===== src/rtl/fifo_main_if.sv =====
// fifo_main_if: push/pop handshake, thresholds and status bundle for the main ingress FIFO.
`default_nettype none

interface fifo_main_if #(
  parameter int DATA_WIDTH = 6,
  parameter int ADDR_WIDTH = 3
);
  logic                  Main_wr;
  logic [DATA_WIDTH-1:0] Main_data_in;
  logic                  Main_rd;
  logic [ADDR_WIDTH:0]   Main_umbral_alto;
  logic [ADDR_WIDTH:0]   Main_umbral_bajo;
  logic [DATA_WIDTH-1:0] Main_data_out;
  logic                  Main_empty;
  logic                  Main_full;
  logic                  Main_almost_full;
  logic                  Main_almost_empty;
  logic                  Main_error;

  modport master (
    output Main_wr, Main_data_in, Main_rd, Main_umbral_alto, Main_umbral_bajo,
    input  Main_data_out, Main_empty, Main_full, Main_almost_full,
           Main_almost_empty, Main_error
  );

  modport slave (
    input  Main_wr, Main_data_in, Main_rd, Main_umbral_alto, Main_umbral_bajo,
    output Main_data_out, Main_empty, Main_full, Main_almost_full,
           Main_almost_empty, Main_error
  );
endinterface

`default_nettype wire


===== src/rtl/fifo_main.sv =====
// fifo_main: 8-entry FWFT ingress FIFO with programmable almost-full/empty
// flags and a sticky overflow/underflow error. Rev 1.0
`default_nettype none

module fifo_main #(
  parameter int DATA_WIDTH = 6,
  parameter int ADDR_WIDTH = 3
) (
  input  wire logic   clk,
  input  wire logic   reset,
  fifo_main_if.slave  bus
);
  localparam int                  DEPTH      = 1 << ADDR_WIDTH;
  localparam logic [ADDR_WIDTH:0] c_DEPTH    = DEPTH;
  localparam logic [ADDR_WIDTH:0] c_CNT_ONE  = 1;
  localparam logic [ADDR_WIDTH-1:0] c_PTR_ONE = 1;

  logic [DATA_WIDTH-1:0] r_mem [DEPTH];
  logic [ADDR_WIDTH-1:0] r_wr_ptr;
  logic [ADDR_WIDTH-1:0] r_rd_ptr;
  logic [ADDR_WIDTH:0]   r_count;
  logic                  r_err;

  logic w_empty;
  logic w_full;
  logic w_rd_ok;
  logic w_push_ok;
  logic w_err_evt;

  assign w_empty   = (r_count == '0);
  assign w_full    = (r_count == c_DEPTH);
  assign w_rd_ok   = bus.Main_rd & ~w_empty;
  // A pop at full frees the slot the push lands in, so the push is still legal.
  assign w_push_ok = bus.Main_wr & (~w_full | w_rd_ok);
  assign w_err_evt = (bus.Main_wr & w_full & ~w_rd_ok) | (bus.Main_rd & w_empty);

  // Storage is intentionally left out of reset.
  always_ff @(posedge clk) begin
    if (w_push_ok) begin
      r_mem[r_wr_ptr] <= bus.Main_data_in;
    end
  end

  always_ff @(posedge clk or posedge reset) begin
    if (reset) begin
      r_wr_ptr <= '0;
      r_rd_ptr <= '0;
      r_count  <= '0;
      r_err    <= 1'b0;
    end else begin
      if (w_push_ok) begin
        r_wr_ptr <= r_wr_ptr + c_PTR_ONE;
      end
      if (w_rd_ok) begin
        r_rd_ptr <= r_rd_ptr + c_PTR_ONE;
      end
      case ({w_push_ok, w_rd_ok})
        2'b10:   r_count <= r_count + c_CNT_ONE;
        2'b01:   r_count <= r_count - c_CNT_ONE;
        default: r_count <= r_count;
      endcase
      if (w_err_evt) begin
        r_err <= 1'b1;
      end
    end
  end

  assign bus.Main_data_out     = w_empty ? '0 : r_mem[r_rd_ptr];
  assign bus.Main_empty        = w_empty;
  assign bus.Main_full         = w_full;
  assign bus.Main_almost_full  = (r_count >= bus.Main_umbral_alto);
  assign bus.Main_almost_empty = (r_count <= bus.Main_umbral_bajo);
  assign bus.Main_error        = r_err;

endmodule

`default_nettype wire


===== src/flat_wrapper.sv =====
// flat-port wrapper written by rule: the top's interface ports become plain ports
module fifo_main_flat 
#(
  parameter int DATA_WIDTH = 6,
  parameter int ADDR_WIDTH = 3
)
  (clk, reset, bus_Main_wr, bus_Main_data_in, bus_Main_rd, bus_Main_umbral_alto, bus_Main_umbral_bajo, bus_Main_data_out, bus_Main_empty, bus_Main_full, bus_Main_almost_full, bus_Main_almost_empty, bus_Main_error);
  fifo_main_if #(.DATA_WIDTH(DATA_WIDTH), .ADDR_WIDTH(ADDR_WIDTH)) bus_i ();
  input  wire logic clk;
  input  wire logic reset;
  input wire logic [$bits(bus_i.Main_wr)-1:0] bus_Main_wr;
  input wire logic [$bits(bus_i.Main_data_in)-1:0] bus_Main_data_in;
  input wire logic [$bits(bus_i.Main_rd)-1:0] bus_Main_rd;
  input wire logic [$bits(bus_i.Main_umbral_alto)-1:0] bus_Main_umbral_alto;
  input wire logic [$bits(bus_i.Main_umbral_bajo)-1:0] bus_Main_umbral_bajo;
  output wire logic [$bits(bus_i.Main_data_out)-1:0] bus_Main_data_out;
  output wire logic [$bits(bus_i.Main_empty)-1:0] bus_Main_empty;
  output wire logic [$bits(bus_i.Main_full)-1:0] bus_Main_full;
  output wire logic [$bits(bus_i.Main_almost_full)-1:0] bus_Main_almost_full;
  output wire logic [$bits(bus_i.Main_almost_empty)-1:0] bus_Main_almost_empty;
  output wire logic [$bits(bus_i.Main_error)-1:0] bus_Main_error;
  assign bus_i.Main_wr = bus_Main_wr;
  assign bus_i.Main_data_in = bus_Main_data_in;
  assign bus_i.Main_rd = bus_Main_rd;
  assign bus_i.Main_umbral_alto = bus_Main_umbral_alto;
  assign bus_i.Main_umbral_bajo = bus_Main_umbral_bajo;
  assign bus_Main_data_out = bus_i.Main_data_out;
  assign bus_Main_empty = bus_i.Main_empty;
  assign bus_Main_full = bus_i.Main_full;
  assign bus_Main_almost_full = bus_i.Main_almost_full;
  assign bus_Main_almost_empty = bus_i.Main_almost_empty;
  assign bus_Main_error = bus_i.Main_error;
  fifo_main #(.DATA_WIDTH(DATA_WIDTH), .ADDR_WIDTH(ADDR_WIDTH)) u_core (.clk(clk), .reset(reset), .bus(bus_i));
endmodule

===== config.mk =====
export PLATFORM = sky130hd
export DESIGN_NAME = fifo_main_flat
export DESIGN_NICKNAME = d
export VERILOG_FILES = /design/src/rtl/fifo_main_if.sv /design/src/rtl/fifo_main.sv /design/src/flat_wrapper.sv
export SDC_FILE = /design/constraint.sdc
export NUM_CORES = 1
export LEC_CHECK = 0
export CORE_MARGIN = 2
export CORE_UTILIZATION = 58
export CTS_BUF_LIST = sky130_fd_sc_hd__clkbuf_4 sky130_fd_sc_hd__clkbuf_8
export DETAILED_ROUTE_END_ITERATION = 6
export GPL_TIMING_DRIVEN = 1
export PLACE_DENSITY_LB_ADDON = 0.2
export SETUP_SLACK_MARGIN = 0.1
export SLEW_MARGIN = 15
export SYNTH_ARGS = -nofsm -noshare
export SYNTH_HDL_FRONTEND = slang
export SYNTH_SLANG_ARGS = --single-unit

===== constraint.sdc =====
create_clock -name clk -period 2.8 [get_ports clk]
set_input_delay 0.28 -clock clk [delete_from_list [all_inputs] [get_ports clk]]
set_output_delay 0.28 -clock clk [all_outputs]
set_load 0.02 [all_outputs]

After elaboration in Yosys (flattened, before gate mapping). Memory sizes are Yosys's and may differ from the RTL's. Cells that the tools add are included.

Bits in registers: 11. Bits in writable memories: 48. Bits of input ports: 18. Output and inout port bits: 11. Logic and storage cells: 30. Memories: 1.

Memories: u_core.r_mem (words 8, bits a word 6, read ports 1, clocked after memory_dff 0, wr ports 1, line fifo_main.sv:18) `logic [DATA_WIDTH-1:0] r_mem [DEPTH];`.

Add/sub/neg operators: 4. $lt $le $gt $ge: 2. Eq/ne operators: 3. Mux-type cells: 4. Bitwise gates (word level): 10. Reductions and logical operators: 2.

Operators by type and width (number): case mux 4 bit (2 select lines) (1); adder 3 x 1 -> 3 bit (second input constant) (2); two-way mux 6 bit (1); bitwise AND 1 bit (5); adder 4 x 1 -> 4 bit (second input constant) (1); equality test 4 bit (second input constant) (1); >= comparator 4 bit (1); <= comparator 4 bit (1); logical NOT 4 bit (1); subtractor 4 x 1 -> 4 bit (second input constant) (1); NOT 1 bit (3); equality test 2 x 1 -> 1 bit (second input constant) (1); equality test 2 bit (second input constant) (1); two-way mux 1 bit (2); OR 1 bit (2); nonzero test 2 bit (1).

Logic depth before layout (Yosys ltp). Gate-level depths: netlist of the first run.

Depth after elaboration: 7. Mapped depth: 12. Depth with buffers taken out: 10.

Worst setup path after synthesis of the first run. No wires, ideal clock.

Path type: flip-flop to flip-flop. From: register u_core.r_count[1]. To: register u_core.r_count[1]. Library setup time: 0.142 ns. Arrival time: 2.122 ns. Data required time: 2.658 ns. Slack: 0.536 ns. Cell stages (with the launch flop): 13. Path buffers: 2. Clock period less this slack: 2.264 ns. Path through: dfrtp_1 -> buf_6 -> or3_1 -> buf_6 -> nand2b_4 -> clkinv_2 -> nor2_1 -> xor2_1 -> ha_1 -> mux2i_1 -> mux2i_1 -> nand2_1 -> o221ai_1.

Cells in the longest elaborated chain, start to end: 7. Elaborated cells on any way between the ends: 13. Those cells by class: add/sub: 2; eq/ne: 3; mux: 1; bitwise: 5; reduce/logical: 2.

Ends and longest elaborated chain: start: declaration (line fifo_main.sv:21) `logic [ADDR_WIDTH:0] r_count;`; start signal: assignment (line fifo_main.sv:58) `2'b10: r_count <= r_count + c_CNT_ONE;`; start signal: assignment (line fifo_main.sv:59) `2'b01: r_count <= r_count - c_CNT_ONE;`; start signal: assignment (line fifo_main.sv:60) `default: r_count <= r_count;`; logical NOT 4 bit (*) (line fifo_main.sv:30) `assign w_empty = (r_count == '0);`; via bus_Main_empty (line flat_wrapper.sv:17) `output wire logic [$bits(bus_i.Main_empty)-1:0] bus_Main_empty;`; NOT 1 bit (*) (line fifo_main.sv:32) `assign w_rd_ok = bus.Main_rd & ~w_empty;`; bitwise AND 1 bit (*) (line fifo_main.sv:32); OR 1 bit (line fifo_main.sv:34) `assign w_push_ok = bus.Main_wr & (~w_full | w_rd_ok);`; bitwise AND 1 bit (line fifo_main.sv:34); equality test 2 x 1 -> 1 bit or equality test 2 bit (tied branches) (line fifo_main.sv:57) `case ({w_push_ok, w_rd_ok})`; case mux 4 bit (2 select lines) or nonzero test 2 bit (tied branches).

Mark *: on every way through the listed nets, which the timed path passes. The rest lies on a longest branch. A chain may end at the register's enable or synchronous reset.

Worst setup path in the final report of the first run.
From: register u_core.r_count[2]. To: output bus_Main_data_out[1].

Cells in the longest elaborated chain, start to end: 2.

Ends and longest elaborated chain: logical NOT 4 bit (line fifo_main.sv:30); two-way mux 6 bit (line fifo_main.sv:68) `assign bus.Main_data_out = w_empty ? '0 : r_mem[r_rd_ptr];`; end: declaration (line flat_wrapper.sv:16) `output wire logic [$bits(bus_i.Main_data_out)-1:0] bus_Main_data_out;`.

No other way between the ends.

==> results of run 1 <==
## layer usage
layer  track usage, %  vias up  wire length [µm]
met1             28.5      795              2160
met3             3.89        6               311
met2             33.0       44              2420
li1                 -      767                 -
met4             10.5        0                68
met5                0        -                 0
## cell type report
| cell class | instances | area [µm²] | share of cell area [%] |
|---|---|---|---|
| repair buffers | 38 | 363 | 11.1 |
| clock buffers | 11 | 139 | 4.24 |
| well taps | 52 | 65.1 | 1.99 |
| flip-flops and latches | 59 | 1720 | 52.5 |
| clock inverters | 5 | 30.0 | 0.917 |
| inverters | 14 | 53.8 | 1.64 |
| multi-input cells | 102 | 906 | 27.7 |
## logic make-up (layout without fill, tap and decap cells)
| group | Yosys count | count (layout) | synth area share [%] |
|---|---|---|---|
| DFF | 59 | 59 | 63.5 |
| AOI/OAI and AO/OA | 26 | 26 | 6.72 |
| xor gates and xnor gates | 4 | 4 | 1.30 |
| adders and majority gates | 11 | 11 | 5.09 |
| buffers and inverters | 20 | 68 | 3.47 |
| muxes | 17 | 17 | 11.9 |
| and+or+nand+nor | 44 | 44 | 7.97 |
## path summary, 6_finish.rpt
check                      slack [ps]  cells after the start               endpoint
max                               170                      6   bus_Main_data_out[1]
min                               250                      2      u_core.r_count[3]
max reg2reg                       470                     10      u_core.r_count[1]
min reg2reg                       480                      1  u_core.bus.Main_error
max in group asynchronous        2220                      2      u_core.r_count[1]
min in group clk                  480                      1  u_core.bus.Main_error
## stage by stage
stage	power (W)	setup WS, ps	hold WS (ps)
4_1_cts	0.00324	151	259
3_3_place_gp	0.00253	461	472
3_5_place_dp	0.00258	363	473
2_1_floorplan	0.00213	536	132
6_report	0.00322	170	254
5_1_grt	0.00342	74.7	295
## timing repair
item / CTS / global route
setup endpoints to repair: 6 / 6
gates resized for setup: 2 / 5
hold buffers: 0 / 0
## placed cells by master (no fill, tap or decap), types with 5 or more instances in the layout
cell type | synthesis | routed
edfxtp_1 | 48 | 48
clkdlybuf4s50_1 | 0 | 25
nand2_1 | 16 | 16
inv_1 | 13 | 13
mux4_2 | 12 | 12
nor2_1 | 11 | 11
ha_1 | 11 | 11
buf_4 | 0 | 10
dfrtp_1 | 11 | 10
clkbuf_8 | 0 | 9
a22o_1 | 6 | 6
nand2b_1 | 5 | 5
o21ai_0 | 5 | 5
## registers in the layout, summed over array words and instances (netlist names)
register               count
u_core.r_rd_ptr            3
u_core.r_wr_ptr            3
u_core.r_count             4
u_core.bus.Main_error      1
u_core.r_mem              48
## power by group through the flow
stage | clock (W) | combinational, W | sequential [W]
3_5_place_dp | 0 | 0.00130 | 0.00129
6_report | 0.000646 | 0.00130 | 0.00127
3_3_place_gp | 0 | 0.00127 | 0.00127
4_1_cts | 0.000656 | 0.00131 | 0.00127
2_1_floorplan | 0 | 0.000907 | 0.00123
5_1_grt | 0.000695 | 0.00143 | 0.00129
==> impl_metrics.json, run 1 <==
{
  "status": "finished, final reports clean",
  "rsz0062_at_grt": "yes",
  "maxCapViolCount": 0,
  "clock_power_share_pct": 20.1,
  "p_leak_nw": 1.28,
  "cp.required_ps": 2520,
  "finalSetupTns_ps": 0,
  "root_buffer": "clkbuf_8",
  "critical_path_arrival_ps": 2350,
  "worst-path-buf-inv": 2,
  "timing.rr.start": "u_core.r_count[2]",
  "finalNonFillerCells": 281,
  "grt_pass1_vias": 1591,
  "vdd_drop_max_mv": 0.484,
  "syn-cell-area_um2": 2700,
  "finalClockSkew_ps": 9.33,
  "drt-total-wl_mm": 4.96,
  "initial_core_util_pct": 61.2,
  "max_freq_mhz": 380,
  "place_congestion": 0.843,
  "synthArstFlopShare_pct": 18.6,
  "yosysWarnings": 0,
  "clkTransAtPathRegs_ps": 70,
  "relSlewSlack_pct": 59.9,
  "syn_inst": 181,
  "overflow": 0,
  "die_height_um": 72.2,
  "n_antenna_cell": 0,
  "drive_above_1_share_pct": 20.1,
  "slew_viol_final": 0,
  "power_density_nw_per_um2": 984,
  "wl_per_cell_um": 17.7,
  "core_um2": 4410,
  "area_growth_pct": 21.2,
  "die_w_um": 72.2,
  "syn-mean-instance-area_um2": 14.9,
  "power.switching_w": 0.00110,
  "synth_cell_type_count": 36,
  "dp_cells": 265,
  "synth-seq-cells": 59,
  "fillCellCount": 274,
  "yosysSeqAreaShare_pct": 63.5,
  "antenna_found_initial": 0,
  "startpoint_type": "flip-flop",
  "die_area_um2": 5220,
  "max_stage_delay_ps": 530,
  "clock-sinks": 59,
  "fin_crit_ps": 2630,
  "swShare_pct": 34.2,
  "hpwl_mm": 3.51,
  "h-tree-depth": 3,
  "p_comb_share_pct": 40.4,
  "hold_violations": 0,
  "worstMarginPinSlew_ps": 602,
  "cpLargestDelayFamily": "simple AND/OR/NAND/NOR gates",
  "cts_max_path_buffers": 2,
  "ys_top_cells_by_area": "edfxtp_1 53%, dfrtp_1 10%, mux4_2 10%, ha_1 5.1%, nand2_1 2.2%",
  "synth_top_cell_by_area": "edfxtp_1",
  "report.final.setup_viol": 0,
  "grt_usage_pct": 21.0,
  "via_count": 1612,
  "via_per_inst": 5.74,
  "final_area_um2": 3270,
  "port-buffer-count": 28,
  "yosysMostFrequentCell": "edfxtp_1",
  "synth_nets": 210,
  "core.rowCount": 24,
  "cp-startpoint": "u_core.r_count[2]",
  "cts_tree": "yes",
  "ys.flop_type": "edfxtp_1",
  "hold_path.class": "input port to asynchronous set/reset pin",
  "remaining_drc_errors": 0,
  "clk_latency_ps": 320,
  "internal-power_w": 0.00212,
  "critPathSlowestCell": "clkdlybuf4s50_1",
  "ant_nets": 0,
  "seqPwrFrac_pct": 39.5,
  "cp-end-kind": "output pin",
  "ios": 29,
  "yosys-top-cells-count": "48 x edfxtp_1, 16 x nand2_1, 13 x inv_1, 12 x mux4_2",
  "fin_util_pct": 74.2,
  "fin_crit_sh_pct": 93.9,
  "synth_top_area_share_pct": 53.4,
  "worst-setup-path-type": "flip-flop to output pin",
  "cp_cell_sequence": "or3_4, nand2b_4, clkinv_2, nor2b_4, a22o_1, clkdlybuf4s50_1",
  "firstDrtPassIters": 7,
  "dpl-instance-area_um2": 3080,
  "drt-initial-drc-count": 91,
  "fin_nets": 253,
  "grt_max_degree": 15,
  "grt_pass1_wl_mm": 7.78,
  "post_cts.repair.setup_buffers": 0,
  "synth_edf_count": 48,
  "numCtsBuffers": 9,
  "worstPathMaxFanout": 8
}
Power figures use the tool's default switching activity.
==> run 2, diff against run 1 <==
--- a/config.mk
+++ b/config.mk
@@ -5,7 +5,7 @@
 export SDC_FILE = /design/constraint.sdc
 export NUM_CORES = 1
 export LEC_CHECK = 0
-export CORE_MARGIN = 2
+export CORE_MARGIN = 4
 export CORE_UTILIZATION = 58
 export CTS_BUF_LIST = sky130_fd_sc_hd__clkbuf_4 sky130_fd_sc_hd__clkbuf_8
 export DETAILED_ROUTE_END_ITERATION = 6
==> impl_metrics.json, run 2 (same netlist as run 1, synthesis figures left out) <==
{
  "firstDrtPassIters": 4,
  "reg.largest.list": "u_core.r_mem x48, u_core.r_count x4",
  "rsz0062_at_grt": "no",
  "clk_latency_ps": 320,
  "p_comb_share_pct": 38.8,
  "swShare_pct": 33.2,
  "antenna_found_initial": 0,
  "finalClockSkew_ps": 4.17,
  "die_height_um": 76.2,
  "hold_violations": 0,
  "grt_pass1_vias": 1726,
  "top_register": "u_core.r_mem",
  "fin_util_pct": 74.7,
  "vdd_drop_max_mv": 0.630,
  "final_common_cell": "edfxtp_1",
  "post_cts.repair.setup_buffers": 0,
  "status": "finished, final reports clean",
  "cts_tree": "yes",
  "via_count": 1645,
  "drive_above_1_share_pct": 19.7,
  "h-tree-depth": 3,
  "maxCapViolCount": 0,
  "p_leak_nw": 1.30,
  "startpoint_type": "flip-flop",
  "drt-initial-drc-count": 96,
  "initial_core_util_pct": 60.8,
  "ios": 29,
  "worstPathMaxFanout": 11,
  "layout_common_cells": "48 x edfxtp_1, 24 x clkdlybuf4s50_1, 16 x nand2_1",
  "critical_path_arrival_ps": 2350,
  "slew_viol_final": 0,
  "wl_per_cell_um": 18.7,
  "port-buffer-count": 28,
  "internal-power_w": 0.00226,
  "numCtsBuffers": 9,
  "clock-sinks": 59,
  "drt-total-wl_mm": 5.26,
  "clkTransAtPathRegs_ps": 60,
  "n_antenna_cell": 0,
  "root_buffer": "clkbuf_8",
  "power.switching_w": 0.00112,
  "grt_usage_pct": 19.7,
  "ant_nets": 0,
  "core.rowCount": 24,
  "core_um2": 4440,
  "report.final.setup_viol": 0,
  "die_area_um2": 5810,
  "overflow": 0,
  "grt_pass1_wl_mm": 8.61,
  "clock_power_share_pct": 23.3,
  "place_congestion": 0.860,
  "remaining_drc_errors": 0,
  "power_density_nw_per_um2": 1020,
  "max_freq_mhz": 380,
  "cp.required_ps": 2520,
  "fin_crit_ps": 2630,
  "relSlewSlack_pct": 58.0,
  "cts_max_path_buffers": 2,
  "fin_crit_sh_pct": 94.1,
  "cp-end-kind": "output pin",
  "worstMarginPinSlew_ps": 631,
  "hpwl_mm": 3.60,
  "hold_path.class": "input port to asynchronous set/reset pin",
  "finalSetupTns_ps": 0,
  "fin_nets": 254,
  "area_growth_pct": 22.8,
  "worst-setup-path-type": "flip-flop to output pin",
  "seqPwrFrac_pct": 37.8,
  "die_w_um": 76.2,
  "grt_max_degree": 15,
  "via_per_inst": 5.85,
  "largest_register_ffs": 48
}
==> run 2: repair_timing <==
item                       CTS  global route
setup endpoints to repair    6             5
hold endpoints to repair     0             0
hold buffers                 0             0
gates resized for setup      5             4
==> run 2: layout make-up <==
type	instances	area (µm²)
sequential	59	1720
fill	287	1130
multi-input combinational	102	906
timing repair buffer	39	369
clock buffer	9	124
clock inverter	6	81.3
tap	52	65.1
inverter	14	53.8
==> run 2: final timing paths <==
check	start	to	slack, ps	depth (start not counted)
max	u_core.r_count[1]	bus_Main_data_out[5]	170	6
min	reset	u_core.r_rd_ptr[0]	250	2
max reg2reg	u_core.r_count[1]	u_core.r_count[1]	430	10
min reg2reg	u_core.bus.Main_error	u_core.bus.Main_error	480	1
max in group asynchronous	reset	u_core.r_count[2]	2220	2
min in group clk	u_core.bus.Main_error	u_core.bus.Main_error	480	1
==> run 2: stage by stage <==
| step | hold slack (ps) | worst slack [ps] | total power, W | instance area [µm²] | cells |
|---|---|---|---|---|---|
| 2_1_floorplan | 132 | 536 | 0.00213 | 2700 | 181 |
| 4_1_cts | 265 | 122 | 0.00342 | 3310 | 281 |
| 5_1_grt | 288 | 103 | 0.00359 | 3320 | 281 |
| 6_report | 255 | 166 | 0.00339 | 3320 | 281 |
| 3_3_place_gp | 472 | 435 | 0.00253 | 3090 | 266 |
| 3_5_place_dp | 471 | 305 | 0.00260 | 3090 | 266 |
==> run 2: worst max-delay path, cell delays in order (launching register included) <==
cell,delay [ps]
dfrtp_2,490
or3_4,430
nand2b_4,180
clkinv_2,100
nor2b_4,70
a22o_1,220
clkdlybuf4s50_1,540
==> run 2: power groups by stage <==
stage          clock network (W)  logic, W  registers (W)
2_1_floorplan                  0  0.000907        0.00123
3_3_place_gp                   0   0.00126        0.00127
3_5_place_dp                   0   0.00132        0.00128
4_1_cts                 0.000809   0.00134        0.00127
5_1_grt                 0.000856   0.00144        0.00130
6_report                0.000791   0.00132        0.00128
==> run 2: metal layers <==
layer | up-vias | global-route usage, % | wire, µm
li1 | 765 | - | -
met1 | 812 | 26.6 | 2270
met2 | 62 | 29.2 | 2540
met3 | 6 | 6.03 | 401
met4 | 0 | 9.60 | 56
met5 | - | 0 | 0
==> RTL change (settings of run 2) <==
`DATA_WIDTH` is set to 6 in 3 places; all go to 12.
--- a/src/rtl/fifo_main_if.sv
+++ b/src/rtl/fifo_main_if.sv
@@ -2,7 +2,7 @@
 `default_nettype none
 
 interface fifo_main_if #(
-  parameter int DATA_WIDTH = 6,
+  parameter int DATA_WIDTH = 12,
   parameter int ADDR_WIDTH = 3
 );
   logic                  Main_wr;
--- a/src/rtl/fifo_main.sv
+++ b/src/rtl/fifo_main.sv
@@ -3,7 +3,7 @@
 `default_nettype none
 
 module fifo_main #(
-  parameter int DATA_WIDTH = 6,
+  parameter int DATA_WIDTH = 12,
   parameter int ADDR_WIDTH = 3
 ) (
   input  wire logic   clk,
--- a/src/flat_wrapper.sv
+++ b/src/flat_wrapper.sv
@@ -1,7 +1,7 @@
 // flat-port wrapper written by rule: the top's interface ports become plain ports
 module fifo_main_flat 
 #(
-  parameter int DATA_WIDTH = 6,
+  parameter int DATA_WIDTH = 12,
   parameter int ADDR_WIDTH = 3
 )
   (clk, reset, bus_Main_wr, bus_Main_data_in, bus_Main_rd, bus_Main_umbral_alto, bus_Main_umbral_bajo, bus_Main_data_out, bus_Main_empty, bus_Main_full, bus_Main_almost_full, bus_Main_almost_empty, bus_Main_error);
Interface: changed (resized bus_Main_data_in and bus_Main_data_out); port bits go from 29 to 41. The function was not compared with the original's and may differ.
==> RTL change against run 2 <==
Wire length up 52%; sequential share of layout area grew 6.6 points; via count rose by 48%; sequential power is 62% higher; count of clock-buffer cells in the layout unchanged; area after synthesis grew 68%; worst setup slack improved by 130 ps; total power increased by 55%; sequential cell count increased by 48; design area increased by 63%; highest routed layer unchanged.
==> RTL change: results <==
group,metric,value,unit
critical_path,rr_endpoint,"u_core.r_count[2]$_DFFE_PP0P_",
yosys,synth_xor_xnor_area_share,0.00771,
sta,tightestPinTransition,505,ps
critical_path,path_max_fanout,12,
route,wl_met3,381,um
placed_design,gp_congestion,0.804,
route,avgRoutedWirePerCell,18.2,um
run_status,outcome,"finished clean",
layout,reg_top3,"u_core.r_mem x96, u_core.r_count x4",
placed_design,place_area,0.00519,mm^2
route,wl_met2,4.04,mm
yosys,synthMuxAreaShare,0.126,
sta,hold_ws,223,ps
sta,min_period_over_period,0.895,
global_route,grt_util_met2,0.313,
power,ir_drop,0.548,mV
critical_path,crit_end,"bus_Main_data_out[6]",
global_route,grt_pass1_vias,2484,
yosys,synth_area_per_cell,16.8,um^2
yosys,ys_seq_area_frac,0.695,
yosys,syn-num-nets,306,
critical_path,startpoint,"u_core.r_count[0]$_DFFE_PP0P_",
yosys,synthAdderAreaFrac,0.0303,
layout,nets,368,
clock_network,path_clk_slew,100,ps
layout,nFillCells,505,
route,wl_met1,3.51,mm
-- RTL change: changes by cell type in the layout (fill, tap and decap cells not counted), moves of 11 or more --
cell and change:
inv_1 +24, edfxtp_1 +48, o22ai_1 +11, buf_4 +12, mux4_2 +12, clkdlybuf4s50_1 +16
-- RTL change: cells by family after synthesis --
kind of cell	count (synthesis)
AO/OA/AOI/OAI	34
XOR/XNOR	4
adder cells (fa/ha/maj)	11
buffers and inverters	50
flip-flops	107
multiplexers	27
AND/OR/NAND/NOR	38
-- RTL change: layout make-up --
cell class,instances,area (um^2),area share
flip-flops and latches,107,3160,0.584
multi-input cells,114,1180,0.219
repair buffers,64,593,0.110
inverters,37,139,0.0257
well taps,102,128,0.0236
clock buffers,9,124,0.0229
clock inverters,7,82.6,0.0153
-- RTL change: repair_timing --
item / 4_1_cts / 5_1_grt
pin swaps: 0 / 0
hold buffers: 0 / 0
resized for setup: 1 / 1
setup endpoints to repair: 12 / 5
gates cloned: 0 / 0
buffers inserted: 0 / 0
